File: config.mk
export PLATFORM = sky130hd
export DESIGN_NAME = fp8_matrix_loader
export DESIGN_NICKNAME = d
export VERILOG_FILES = /design/src/rtl/fp8_pkg.sv /design/src/rtl/fp8_canon.sv /design/src/rtl/fp8_matrix_loader.sv
export SDC_FILE = /design/constraint.sdc
export NUM_CORES = 1
export LEC_CHECK = 0
export BUFFER_PORTS_ARGS = -buffer_cell sky130_fd_sc_hd__buf_2
export CAP_MARGIN = 20
export CORE_ASPECT_RATIO = 1.4
export CORE_UTILIZATION = 60
export CTS_CLUSTER_DIAMETER = 40
export CTS_CLUSTER_SIZE = 10
export DETAILED_ROUTE_END_ITERATION = 8
export PLACE_DENSITY = 0.82
export SYNTH_ARGS = -nofsm -noshare
export SYNTH_HDL_FRONTEND = slang
export SYNTH_SLANG_ARGS = --single-unit
export TNS_END_PERCENT = 10
File: constraint.sdc
create_clock -name clk -period 4.8 [get_ports clk]
set_input_delay 0.48 -clock clk [delete_from_list [all_inputs] [get_ports clk]]
set_output_delay 0.48 -clock clk [all_outputs]
set_load 0.02 [all_outputs]
File: src/rtl/fp8_pkg.sv
// Shared FP8 definitions: element width, field positions, matrix geometry.
package fp8_pkg;

  localparam int FP8_W        = 8;
  localparam int FP8_EXP_BIAS = 3;
  localparam int MAT_N        = 3;
  localparam int MAT_ELEMS    = MAT_N * MAT_N;

  localparam int SIGN_BIT = 7;
  localparam int EXP_MSB  = 6;
  localparam int EXP_LSB  = 4;
  localparam int MAN_MSB  = 3;
  localparam int MAN_LSB  = 0;

  localparam logic [FP8_W-1:0] FP8_ZERO = 8'h00;

  typedef logic [FP8_W-1:0] fp8_t;

endpackage

File: src/rtl/fp8_canon.sv
// FP8 zero canonicaliser: any element with a zero exponent field becomes +0.
module fp8_canon
  import fp8_pkg::*;
(
  input  logic [FP8_W-1:0] din,
  output logic [FP8_W-1:0] dout
);

  // Flush zero-exponent encodings (both signs, any mantissa) to FP8_ZERO.
  always_comb begin
    dout = din;
    if (din[EXP_MSB:EXP_LSB] == '0) begin
      dout = FP8_ZERO;
    end
  end

endmodule

File: src/rtl/fp8_matrix_loader.sv
// Double-buffered 3x3 FP8 operand loader: byte stream in (A then B, row-major),
// parallel flat matrices out with a valid/ack handshake.
// Optional: define FP8_FLUSH_ZERO_EN to store zero-exponent elements as 0x00.
module fp8_matrix_loader
  import fp8_pkg::*;
#(
  parameter int DATA_W = FP8_W,
  parameter int N      = MAT_N
) (
  input  logic                  clk,
  input  logic                  reset,
  input  logic [DATA_W-1:0]     in_data,
  input  logic                  in_valid,
  input  logic                  in_sof,
  output logic                  in_ready,
  output logic [N*N*DATA_W-1:0] a_flat,
  output logic [N*N*DATA_W-1:0] b_flat,
  output logic                  mat_valid,
  input  logic                  mat_ack,
  output logic                  err_sof
);

  localparam int ELEMS = N * N;
  localparam int FRAME = 2 * ELEMS;
  localparam int IDX_W = $clog2(FRAME);
  localparam logic [IDX_W-1:0] LAST = IDX_W'(FRAME - 1);

  logic [IDX_W-1:0]              idx;
  // The final element bypasses the shadow, so only FRAME-1 slots are kept.
  logic [FRAME-2:0][DATA_W-1:0]  shadow;
  logic [DATA_W-1:0]             elem;
  logic                          xfer;
  logic                          last_xfer;

`ifdef FP8_FLUSH_ZERO_EN
  fp8_canon u_canon (
    .din  (in_data),
    .dout (elem)
  );
`else
  assign elem = in_data;
`endif

  // Handshake: stall only when the last element would overwrite unacknowledged outputs.
  always_comb begin
    in_ready  = !reset && !((idx == LAST) && mat_valid && !mat_ack);
    xfer      = in_valid && in_ready;
    last_xfer = xfer && !in_sof && (idx == LAST);
  end

  // Element counter and shadow buffer; in_sof restarts the frame at slot 0.
  always_ff @(posedge clk) begin
    if (reset) begin
      idx     <= '0;
      shadow  <= '0;
      err_sof <= 1'b0;
    end else begin
      err_sof <= 1'b0;
      if (xfer) begin
        if (in_sof) begin
          shadow[0] <= elem;
          idx       <= IDX_W'(1);
          err_sof   <= (idx != '0);
        end else if (idx == LAST) begin
          idx <= '0;
        end else begin
          shadow[idx] <= elem;
          idx         <= idx + IDX_W'(1);
        end
      end
    end
  end

  // Output registers: publish a whole frame on its last element, clear valid on ack.
  always_ff @(posedge clk) begin
    if (reset) begin
      a_flat    <= '0;
      b_flat    <= '0;
      mat_valid <= 1'b0;
    end else if (last_xfer) begin
      a_flat    <= shadow[ELEMS-1:0];
      b_flat    <= {elem, shadow[FRAME-2:ELEMS]};
      mat_valid <= 1'b1;
    end else if (mat_ack) begin
      mat_valid <= 1'b0;
    end
  end

endmodule
==> flow_summary.yaml <==
outcome:
  status: "finished clean"
die:
  fp.coreArea_sq_um: 16800
  dieArea_sq_um: 17700
  rows: 56
  die_y_microns: 157
  ioPinCount: 160
  start_util: 0.613
  die_width_microns: 113
clocking:
  clock-root-buffer: "clkbuf_16"
  cts_hold_buf: 0
  clkTransAtPathRegs_ns: 0.05
  cts_buffers: 34
  clk_latency_ns: 0.49
  tritoncts: "done"
  cts-resized-gates: 0
  clock-sinks: 287
  postCtsSetupBuffers: 0
  cts_max_path_buffers: 3
  htreeDepth: 2
sta:
  slew_headroom: 0.360
  grt_setup_unrepaired: "false"
  drv_slew: 0
  setup_viol: 0
  tightest_slew_ns: 0.955
  skew_ns: 0.00914
  max_clock_freq_mhz: 369
  fin_tns_setup_ns: 0
  finalCritPeriodShare: 0.564
  finalCriticalPeriod_ns: 2.71
  fin_ws_ns: 2.09
  hold_viol: 0
logic_synthesis:
  ys_top_cells_by_count: "nand2_1, dfxtp_1, a21oi_1"
  ys_warn_count: 0
  synth_seq_area_share: 0.557
  synth.most_common_cell: "nand2_1"
  synth_top_flop_cell: "dfxtp_1"
  synthCells: 1142
  synth_top_area_cell: "dfxtp_1"
  synth_area_sq_um: 10300
  syn-num-nets: 1159
  yosysTopAreaCellShare: 0.557
  ys_types: 33
  async_flop_share: 0
  synth.avg_cell_area_sq_um: 9.03
  synth-edff-count: 0
  synth-seq-cells: 287
  synth.area.top_cells: "dfxtp_1, mux2i_1, nand2_1, a21oi_1, nor2_1"
critical_path:
  cp-start-kind: "flip-flop"
  critical_path_arrival_ns: 3.03
  end_kind: "flip-flop"
  path_class: "reg -> reg"
  worstPathRequired_ns: 5.12
  crit_fanout: 32
  r2r_cells: 7
grt:
  grt_usage: 0.264
  grt_antenna_before_repair: 2
  grt_max_degree: 117
  use_met3: 0.0462
  grt_pass1_wl_microns: 37700
  grt_overflow: 0
  grt_pass1_vias: 7604
  globalRouteMet2Util: 0.459
  busiest_layer: "met2"
  met1_usage: 0.328
power:
  finalPower_w: 0.00472
  p_int_w: 0.00378
  power_leakage_nw: 5.55
  p_sw_frac: 0.200
  switchingPower_w: 0.000947
  peakVddDrop_mv: 0.316
  pwr-share-seq: 0.507
  comb_power_share: 0.024
  pwr-share-clk: 0.469
  p_per_area_nw_per_um2: 393
place:
  dp_slack_ns: 1.71
  io_buffers: 159
  routabilityCongestion: 0.780
  hpwl_microns: 14000
routing:
  drt-initial-drc-count: 587
  routed_via_density: 5.48
  drc: 0
  num_vias: 8022
  wl_per_cell_microns: 16.0
  final_antenna_net_count: 0
  first_pass_iters: 5
  drt-total-wl_microns: 23400
hold_path:
  min_path_type: "in -> reg"
  worstHoldPathCells: 3
final_layout:
  drive_above_1_share: 0.178
  fillerInstances: 1292
  layout.nets: 1274
  area_growth_pct: 16.5
run:
  maxCapViolations: 0
-- cells in the final DEF (no fill, tap or decap), drive strengths merged, types with 2 or more instances in the layout --
master / instances
nand4: 8
ha: 4
a32oi: 2
dfxtp: 287
mux2i: 136
nor2b: 7
buf: 167
o21ai: 4
inv: 2
nand4b: 2
a21oi: 148
nand3: 7
nor3b: 3
nor2: 141
nand2: 289
clkbuf: 40
-- cell families (layout without fill, tap and decap cells) --
| kind of cell | Yosys count | in the layout | share of synthesized area |
|---|---|---|---|
| compound gates | 158 | 158 | 0.0794 |
| fa+ha+maj | 4 | 4 | 0.00485 |
| buf+inv | 91 | 209 | 0.0380 |
| flops | 287 | 287 | 0.557 |
| mux | 136 | 136 | 0.132 |
| other cells | 0 | 1 | 0 |
| simple gates | 466 | 466 | 0.189 |
-- power groups by stage --
stage               combinational [W]  sequential [W]  clock [W]
CTS                          0.000110         0.00239    0.00226
floorplan                   0.0000772         0.00244          0
finish                       0.000112         0.00240    0.00222
global route                 0.000119         0.00239    0.00236
detailed placement           0.000110         0.00244          0
global placement             0.000110         0.00244          0
-- per-layer routing --
metal | up-vias | routed length [microns] | share of wire
met5 | - | 13 | 0.00055
met4 | 2 | 546 | 0.023
met3 | 41 | 1040 | 0.044
met2 | 201 | 11600 | 0.50
met1 | 3831 | 10200 | 0.44
li1 | 3947 | - | -
-- stage by stage --
stage,util,cells,hold slack (ns),area [sq um]
floorplan,-,1142,0.431,10300
global placement,0.659,1424,0.436,11100
detailed placement,0.659,1424,0.442,11100
CTS,0.715,1463,0.314,12000
global route,0.715,1463,0.340,12000
finish,0.715,1464,0.329,12000
-- path summary, 6_finish.rpt --
kind,start,to,slack [ns]
min reg2reg,a_flat[61],a_flat[61],0.45
max reg2reg,idx[1],a_flat[63],2.09
min,in_valid,idx[3],0.33
max,idx[1],a_flat[63],2.09
-- area by class of cell --
cell class	count	area [sq um]	area share
timing repair buffer	168	872	0.0725
multi-input combinational	764	4200	0.349
antenna	1	2.50	0.000208
tap	203	254	0.0211
sequential	287	5750	0.478
inverter	2	7.51	0.000624
clock buffer	39	943	0.0785
-- state kept, by name (all words and copies together) (netlist names) --
register / cells
b_flat: 72
mat_valid: 1
err_sof: 1
idx: 5
shadow: 136
a_flat: 72
-- critical path: stages (launching register included) --
cell,delay [ns]
dfxtp_1,0.34
inv_1,0.09
ha_1,0.31
nor4bb_1,0.66
nand3_4,0.52
buf_4,0.42
nand2_1,0.12
a21oi_1,0.07
Power figures use the tool's default switching activity.
